==> config.mk <==
export PLATFORM = sky130hd
export DESIGN_NAME = fetch_unit
export DESIGN_NICKNAME = d
export VERILOG_FILES = /design/src/rtl/fetch_unit.sv
export SDC_FILE = /design/constraint.sdc
export NUM_CORES = 1
export LEC_CHECK = 0
export ABC_AREA = 1
export BUFFER_PORTS_ARGS = -buffer_cell sky130_fd_sc_hd__buf_2
export CAP_MARGIN = 20
export CORE_MARGIN = 2
export CORE_UTILIZATION = 33
export DETAILED_ROUTE_END_ITERATION = 7
export HOLD_SLACK_MARGIN = 0.05
export PLACE_DENSITY_LB_ADDON = 0.15
export SETUP_SLACK_MARGIN = 0.15
export SLEW_MARGIN = 20
export SYNTH_ARGS = -nofsm -noshare
export SYNTH_HDL_FRONTEND = slang
export SYNTH_SLANG_ARGS = --single-unit
==> constraint.sdc <==
create_clock -name clock -period 3.2 [get_ports clock]
set_input_delay 0.64 -clock clock [delete_from_list [all_inputs] [get_ports clock]]
set_output_delay 0.64 -clock clock [all_outputs]
set_load 0.02 [all_outputs]
==> src/rtl/fetch_unit.sv <==
// ---------------------------------------------------------------------------
// fetch_unit
//   Instruction fetch stage of the RV32I core. Owns the program counter,
//   fetches one word at a time from instruction memory over a req/valid
//   handshake, holds the word in an instruction register and exposes the
//   decode fields the controller needs. The next PC is chosen at retire
//   time from PC+4 or a controller-supplied target.
//
// Parameters
//   RESET_PC       PC loaded on reset (word aligned)
//   NOP            instruction register value after reset (addi x0,x0,0)
//   RESET_INSTRET  retired-instruction counter value after reset
//
// Ports
//   clock        in   1   system clock, rising edge
//   reset        in   1   asynchronous active-high reset
//   stall        in   1   core not ready to retire the held instruction
//   PC_select    in   1   next PC is PC_target (1) or PC+4 (0), used at retire
//   PC_target    in  32   branch/jump target
//   imem_req     out  1   fetch request, held until imem_valid
//   imem_addr    out 32   fetch address (= PC)
//   imem_valid   in   1   imem_rdata valid this cycle
//   imem_rdata   in  32   fetched instruction word
//   instr        out 32   instruction register
//   instr_valid  out  1   instr holds a fetched, unretired instruction
//   opcode       out  7   instr[6:0]
//   funct3       out  3   instr[14:12]
//   funct7b5     out  1   instr[30]
//   PC           out 32   address of instr
//   PC_plus4     out 32   PC + 4, modulo 2^32
//   instret      out 32   retired-instruction counter
//   fault        out  1   sticky: misaligned target was taken
// ---------------------------------------------------------------------------
module fetch_unit #(
  parameter logic [31:0] RESET_PC      = 32'h0000_0000,
  parameter logic [31:0] NOP           = 32'h0000_0013,
  parameter logic [31:0] RESET_INSTRET = 32'h0000_0000
) (
  input  logic        clock,
  input  logic        reset,
  input  logic        stall,
  input  logic        PC_select,
  input  logic [31:0] PC_target,
  output logic        imem_req,
  output logic [31:0] imem_addr,
  input  logic        imem_valid,
  input  logic [31:0] imem_rdata,
  output logic [31:0] instr,
  output logic        instr_valid,
  output logic [6:0]  opcode,
  output logic [2:0]  funct3,
  output logic        funct7b5,
  output logic [31:0] PC,
  output logic [31:0] PC_plus4,
  output logic [31:0] instret,
  output logic        fault
);

  localparam logic [1:0] ST_IDLE  = 2'b00;
  localparam logic [1:0] ST_FETCH = 2'b01;
  localparam logic [1:0] ST_READY = 2'b10;
  localparam logic [1:0] ST_FAULT = 2'b11;

  // A jump target is only legal when it lands on a word boundary.
  function automatic logic is_misaligned(input logic [31:0] addr);
    return (addr[1:0] != 2'b00);
  endfunction

  logic [1:0]  state_q, state_d;
  logic [31:0] pc_q, pc_d;
  logic [31:0] instr_q, instr_d;
  logic [31:0] instret_q, instret_d;
  logic        fault_q, fault_d;
  logic        imem_req_q, imem_req_d;
  logic        instr_valid_q, instr_valid_d;
  logic [31:0] pc_plus4_s;

  assign pc_plus4_s = pc_q + 32'd4;

  // Next-state and datapath update for the fetch FSM.
  always_comb begin
    state_d   = state_q;
    pc_d      = pc_q;
    instr_d   = instr_q;
    instret_d = instret_q;
    fault_d   = fault_q;
    case (state_q)
      ST_IDLE: begin
        state_d = ST_FETCH;
      end
      ST_FETCH: begin
        if (imem_valid) begin
          instr_d = imem_rdata;
          state_d = ST_READY;
        end else begin
          state_d = ST_FETCH;
        end
      end
      ST_READY: begin
        if (stall) begin
          state_d = ST_READY;
        end else if (PC_select && is_misaligned(PC_target)) begin
          // Taking a misaligned target is fatal: PC and instret stay put.
          fault_d = 1'b1;
          state_d = ST_FAULT;
        end else begin
          pc_d      = PC_select ? PC_target : pc_plus4_s;
          instret_d = instret_q + 32'd1;
          state_d   = ST_FETCH;
        end
      end
      ST_FAULT: begin
        state_d = ST_FAULT;
      end
      default: begin
        state_d = ST_IDLE;
      end
    endcase
  end

  // Handshake outputs are registered, so derive them from the next state.
  always_comb begin
    imem_req_d    = (state_d == ST_FETCH);
    instr_valid_d = (state_d == ST_READY);
  end

  // State and output registers with asynchronous reset.
  always_ff @(posedge clock or posedge reset) begin
    if (reset) begin
      state_q       <= ST_IDLE;
      pc_q          <= RESET_PC;
      instr_q       <= NOP;
      instret_q     <= RESET_INSTRET;
      fault_q       <= 1'b0;
      imem_req_q    <= 1'b0;
      instr_valid_q <= 1'b0;
    end else begin
      state_q       <= state_d;
      pc_q          <= pc_d;
      instr_q       <= instr_d;
      instret_q     <= instret_d;
      fault_q       <= fault_d;
      imem_req_q    <= imem_req_d;
      instr_valid_q <= instr_valid_d;
    end
  end

  assign imem_req    = imem_req_q;
  assign imem_addr   = pc_q;
  assign instr       = instr_q;
  assign instr_valid = instr_valid_q;
  assign opcode      = instr_q[6:0];
  assign funct3      = instr_q[14:12];
  assign funct7b5    = instr_q[30];
  assign PC          = pc_q;
  assign PC_plus4    = pc_plus4_s;
  assign instret     = instret_q;
  assign fault       = fault_q;

endmodule

==> results.json, run 1 <==
{
  "clock-root-buffer": "clkbuf_16",
  "drv_cap": 0,
  "core_area_um2": 17840,
  "reg2reg_slack_ns": 1.30,
  "hold_viol_final": 0,
  "fmax_mhz": 364.9,
  "chipWidth_um": 138.4,
  "met3_usage_pct": 3.360,
  "slew_headroom_pct": 55.33,
  "initialDrtViolationCount": 263,
  "setup_viol_count_final": 0,
  "rsz0062_at_grt": "no",
  "cp-start-kind": "flip-flop",
  "path_max_fanout": 6,
  "slew_viol_final": 0,
  "worst-setup-path-type": "reg2out",
  "die-area_um2": 19160,
  "ff_latch_area_um2": 2531,
  "drive_gt1_share_pct": 30.29,
  "clk_pin_slew_worst_paths_ns": 0.08,
  "rr_worst_depth": 8,
  "synth_cells": 814,
  "grt_util_met2_pct": 31.71,
  "fill_cells": 1941,
  "portBuffers": 242,
  "grt_pass1_wl_mm": 28.43,
  "seq_area_frac_synth_pct": 42.45,
  "crit_path_end_kind": "primary output",
  "ys_types": 31,
  "multiInputGateArea_um2": 2763,
  "cts_buffers": 9,
  "ir_drop_uv": 419.7,
  "num_rows": 49,
  "clkLatencyLatePin_ns": 0.36,
  "via_per_inst": 4.487,
  "r2r-end": "PC[11]",
  "use_met1_pct": 23.31,
  "tritoncts_num_sinks": 101,
  "dp_hpwl_mm": 13.10,
  "final_cells": 1247,
  "reg2reg_from": "state_q[0]",
  "die_h_um": 138.4,
  "grt_pass1_vias": 5343,
  "hold_buffers": 0,
  "gp_congestion": 0.8327,
  "worstHoldPathType": "in2async",
  "outcome": "complete, no violations",
  "clock_path_buffers": 2,
  "grt_busiest_layer": "met2",
  "ys_seq_elements": 101,
  "power_leakage_nw": 3.987,
  "route.detailed.drc": 0,
  "grt_max_degree": 102,
  "start_util_pct": 33.42,
  "yosys_warnings": 0,
  "antenna_found_initial": 1,
  "fin_crit_ns": 2.740,
  "worstPathCellList": "ha_1, nand2_1, nor2_4, nand2_2, nor2_2, nand3_1, and2_1, buf_2",
  "slowest_delay_ns": 0.44,
  "ant_nets": 0,
  "power_density_nw_per_um2": 877.4,
  "required_ns": 2.56,
  "synth_area_um2": 5963,
  "crit_arrival_ns": 2.10,
  "worstMarginPinSlew_ns": 0.6677,
  "nets": 1083,
  "wl_per_cell_um": 14.04,
  "routed_wl_mm": 17.50,
  "cts_tree": "built",
  "route.vias.total": 5595,
  "fin_setup_tns_ns": 0,
  "design_area_um2": 7441,
  "fin_crit_sh_pct": 85.64,
  "syn-num-nets": 885,
  "power_mw": 6.529,
  "clock_skew_ns": 0.009024,
  "endpoint": "PC_plus4[24]",
  "crit_start": "PC[2]",
  "cpMaxStageDelayCell": "dfrtp_1",
  "place_area_um2": 7116,
  "placedCellCount": 1230,
  "syn_area_per_cell_um2": 7.326,
  "dr.pass1.iters": 4,
  "grtUsageTotal_pct": 18.54,
  "pin_count": 243,
  "cts_resized": 0,
  "post-route-util_pct": 41.71,
  "htree_levels": 3,
  "area_delta_synth_final_pct": 24.78,
  "grt-ovfl-total": 0,
  "post-cts-setup-buffer-count": 0
}
-- sequential cells by signal (all words and copies together), names as in the netlist --
signal / count
fault: 1
PC: 32
instret: 32
instr_valid: 1
state_q: 2
instr: 32
imem_req: 1
-- per-layer routing --
| layer | up-vias | routed length [µm] |
|---|---|---|
| li1 | 2867 | - |
| met1 | 2532 | 7623 |
| met2 | 175 | 8532 |
| met3 | 21 | 972 |
| met4 | 0 | 376 |
| met5 | - | 0 |
-- cells in the mapped netlist --
cell type | number | share of area (%)
nand2_1 | 345 | 22
dfrtp_1 | 98 | 41
nor2_1 | 78 | 4.9
inv_1 | 68 | 4.3
buf_4 | 46 | 5.8
nand3_1 | 35 | 2.9
a22oi_1 | 24 | 3.0
xor2_1 | 16 | 2.3
nor2_2 | 12 | 1.3
and2_1 | 11 | 1.2
nor2_4 | 11 | 2.1
nand4_1 | 9 | 0.94
xnor2_1 | 9 | 1.3
buf_2 | 8 | 0.67
clkbuf_1 | 7 | 0.44
nand2_2 | 6 | 0.63
o21ai_0 | 6 | 0.50
xor2_2 | 5 | 1.4
dfstp_2 | 3 | 1.3
nand3b_1 | 3 | 0.38
ha_1 | 2 | 0.42
inv_2 | 2 | 0.13
o211ai_1 | 2 | 0.25
a211oi_1 | 1 | 0.13
nand2_4 | 1 | 0.19
nor3_1 | 1 | 0.084
nor3_2 | 1 | 0.17
o21ai_1 | 1 | 0.084
o21bai_1 | 1 | 0.13
o22ai_1 | 1 | 0.10
o31ai_1 | 1 | 0.13
-- how the worst min path moves through the flow --
stage | to | startpoint
floorplan | instr[0] | instr[0]
global placement | instr[20] | instr[20]
detailed placement | instr[15] | instr[15]
CTS | instr[11] | imem_rdata[11]
global route | instr[8] | imem_rdata[8]
finish | instr[3] | reset
-- worst max-delay path: cells and delay by family (launching register included) --
family | cells | cell delay (ns)
and+or+nand+nor | 6 | 0.92
DFF | 1 | 0.44
adders and majority gates | 1 | 0.22
buffers and inverters | 1 | 0.15
-- per-stage QoR --
step                setup slack (ns)  hold WS (ns)
floorplan                     0.9554        0.5028
global placement              0.8544        0.4490
detailed placement            0.8185        0.4529
CTS                           0.4163        0.4528
global route                  0.2702        0.4636
finish                        0.4597        0.3489
-- cell families after synthesis --
logic type / Yosys count / share of synthesized area, %
flops: 101 / 42.45
xor+xnor: 30 / 5.036
compound gates: 37 / 4.343
simple gates: 513 / 36.45
buf+inv: 131 / 11.31
fa+ha+maj: 2 / 0.4196
-- final cells by class --
| cell class | count | area share [%] |
|---|---|---|
| timing repair buffer | 248 | 17.05 |
| clock inverter | 7 | 1.312 |
| inverter | 70 | 3.582 |
| sequential | 101 | 34.02 |
| clock buffer | 9 | 3.027 |
| tap | 229 | 3.851 |
| antenna | 1 | 0.03363 |
| multi-input combinational | 582 | 37.13 |
-- where the power goes --
part | switching (mW) | internal, mW | total (mW)
registers | 0.515 | 1.71 | 2.23
logic | 2.08 | 1.01 | 3.10
clock network | 0.572 | 0.635 | 1.21
total | 3.17 | 3.36 | 6.53
-- cell usage in the layout (no fill, tap or decap), drive strengths merged, types with 11 or more instances in the layout --
cell and n:
nand2 352, buf 248, nor2 101, dfrtp 98, inv 73, nand3 35, a22oi 24, xor2 21
and2 11
(Power assumes the default switching activity.)
==> inputs of run 2 (changes only) <==
==> constraint.sdc (replaced) <==
create_clock -name clock -period 2.3 [get_ports clock]
set_input_delay 0.46 -clock clock [delete_from_list [all_inputs] [get_ports clock]]
set_output_delay 0.46 -clock clock [all_outputs]
set_load 0.02 [all_outputs]
==> run 2 against run 1 <==
Compared with the run above:
- the flow now finishes with violations (negative setup slack)
- count of clock-buffer cells in the layout unchanged
- sequential power rose by 40%
- routed wire length is 4.5% higher
- die area unchanged
- critical path type unchanged
==> results.json, run 2 (same netlist as run 1, synthesis figures left out) <==
{
  "outcome": "complete, but fails checks",
  "violations": "negative setup slack",
  "final_common_cell": "nand2_1",
  "grt_pass1_vias": 5429,
  "reg2reg_from": "PC[3]",
  "route.vias.total": 5754,
  "rr_worst_depth": 10,
  "clkLatencyLatePin_ns": 0.35,
  "fin_setup_tns_ns": -0.4703,
  "slew_viol_final": 0,
  "required_ns": 1.84,
  "gp_congestion": 0.8491,
  "finalWorstSetupSlack_ns": -0.06701,
  "crit_arrival_ns": 1.91,
  "clock_skew_ns": 0.007730,
  "dr.pass1.iters": 4,
  "power_density_nw_per_um2": 1207,
  "die_h_um": 138.4,
  "layout_common_cells": "nand2_1 (330), buf_2 (220), dfrtp_1 (76)",
  "worstHoldPathType": "in2async",
  "nets": 1120,
  "drv_cap": 0,
  "worst-setup-path-type": "reg2out",
  "routed_wl_mm": 18.29,
  "final_cells": 1283,
  "fmax_mhz": 422.5,
  "cts_buffers": 9,
  "fin_crit_ns": 2.367,
  "path_max_fanout": 5,
  "pin_count": 243,
  "design_area_um2": 8117,
  "tritoncts_num_sinks": 101,
  "dp_hpwl_mm": 13.63,
  "grtUsageTotal_pct": 19.07,
  "clk_pin_slew_worst_paths_ns": 0.08,
  "cp-start-kind": "flip-flop",
  "grt-ovfl-total": 0,
  "worstMarginPinSlew_ns": 0.4832,
  "area_delta_synth_final_pct": 36.11,
  "hold_viol_final": 0,
  "chipWidth_um": 138.4,
  "clock_path_buffers": 2,
  "via_per_inst": 4.485,
  "wl_per_cell_um": 14.26,
  "cts_tree": "built",
  "r2r-end": "PC[9]",
  "power_leakage_nw": 4.260,
  "portBuffers": 242,
  "grt_pass1_wl_mm": 29.21,
  "antenna_cells": 0,
  "fin_crit_sh_pct": 102.9,
  "clock-root-buffer": "clkbuf_16",
  "htree_levels": 3,
  "route.detailed.drc": 0,
  "place_area_um2": 7193,
  "setup_viol_count_final": 12,
  "grt_max_degree": 38,
  "start_util_pct": 33.42,
  "slew_headroom_pct": 67.72,
  "reg2reg_slack_ns": 0.56,
  "die-area_um2": 19160,
  "num_rows": 49,
  "drive_gt1_share_pct": 38.71,
  "initialDrtViolationCount": 208,
  "crit_path_end_kind": "primary output",
  "antenna_found_initial": 0,
  "core_area_um2": 17840,
  "rsz0062_at_grt": "yes",
  "placedCellCount": 1237,
  "ant_nets": 0,
  "ir_drop_uv": 568.8,
  "holdWs_ns": 0.1193
}
[run 2: cell types whose count changed in the layout (fill, tap and decap cells not counted), sizes merged]
cell,before,now
inv,73,72
bufinv,1,0
buf,248,285
diode,1,0
clkinv,2,4
[run 2: worst max-delay path by stage]
stage	from	to	cells after the start
detailed placement	PC[3]	PC_plus4[24]	8
floorplan	PC[2]	PC_plus4[24]	8
finish	PC[3]	PC_plus4[24]	8
global placement	PC[3]	PC_plus4[24]	8
CTS	PC[3]	PC_plus4[28]	10
global route	PC[3]	PC_plus4[21]	9
[run 2: repair_timing]
action,4_1_cts,5_1_grt
hold buffers,0,0
endpoints found under the hold margin,0,0
pin swaps,17,24
gates resized for setup,91,28
endpoints found under the setup margin,26,26
buffers inserted,17,13
[run 2: power by group]
group,total (mW),leakage (nW),internal [mW],switching [mW]
clock,1.57,0.148,0.771,0.797
combinational,5.10,2.86,1.97,3.13
sequential,3.12,1.25,2.42,0.705
total,9.79,4.26,5.16,4.63
[run 2: per-stage QoR]
step / setup slack, ns / utilization [%] / power, mW
4_1_cts: -0.08960 / 44.32 / 9.671
2_1_floorplan: 0.2354 / - / 6.264
6_report: -0.06701 / 45.49 / 9.794
3_3_place_gp: 0.1504 / 40.32 / 7.546
3_5_place_dp: 0.1208 / 40.32 / 7.564
5_1_grt: -0.2082 / 45.49 / 10.43
[run 2: critical path, stage by stage, from the launching register on]
cell	delay, ns
dfrtp_1	0.39
ha_2	0.20
nand2_2	0.06
nor2_4	0.19
nand2_2	0.13
nor2_4	0.16
nand3_1	0.10
and2_1	0.17
buf_2	0.15
[run 2: routing by layer]
metal  up-vias  global-route usage [%]  routed length (µm)
met5         -                       0                   0
met1      2630                   24.70                7989
met4         0                   6.176                 285
met3        16                   3.187                1005
li1       2929                       -                   -
met2       179                   32.60                9011
[run 2: area by class of cell]
type / instances / area (µm²)
repair buffers: 285 / 1729
fillers: 1858 / 9724
clock buffers: 9 / 225.2
multi-input cells: 582 / 2975
inverters: 70 / 266.5
clock inverters: 7 / 75.07
well taps: 229 / 286.5
flip-flops and latches: 101 / 2559
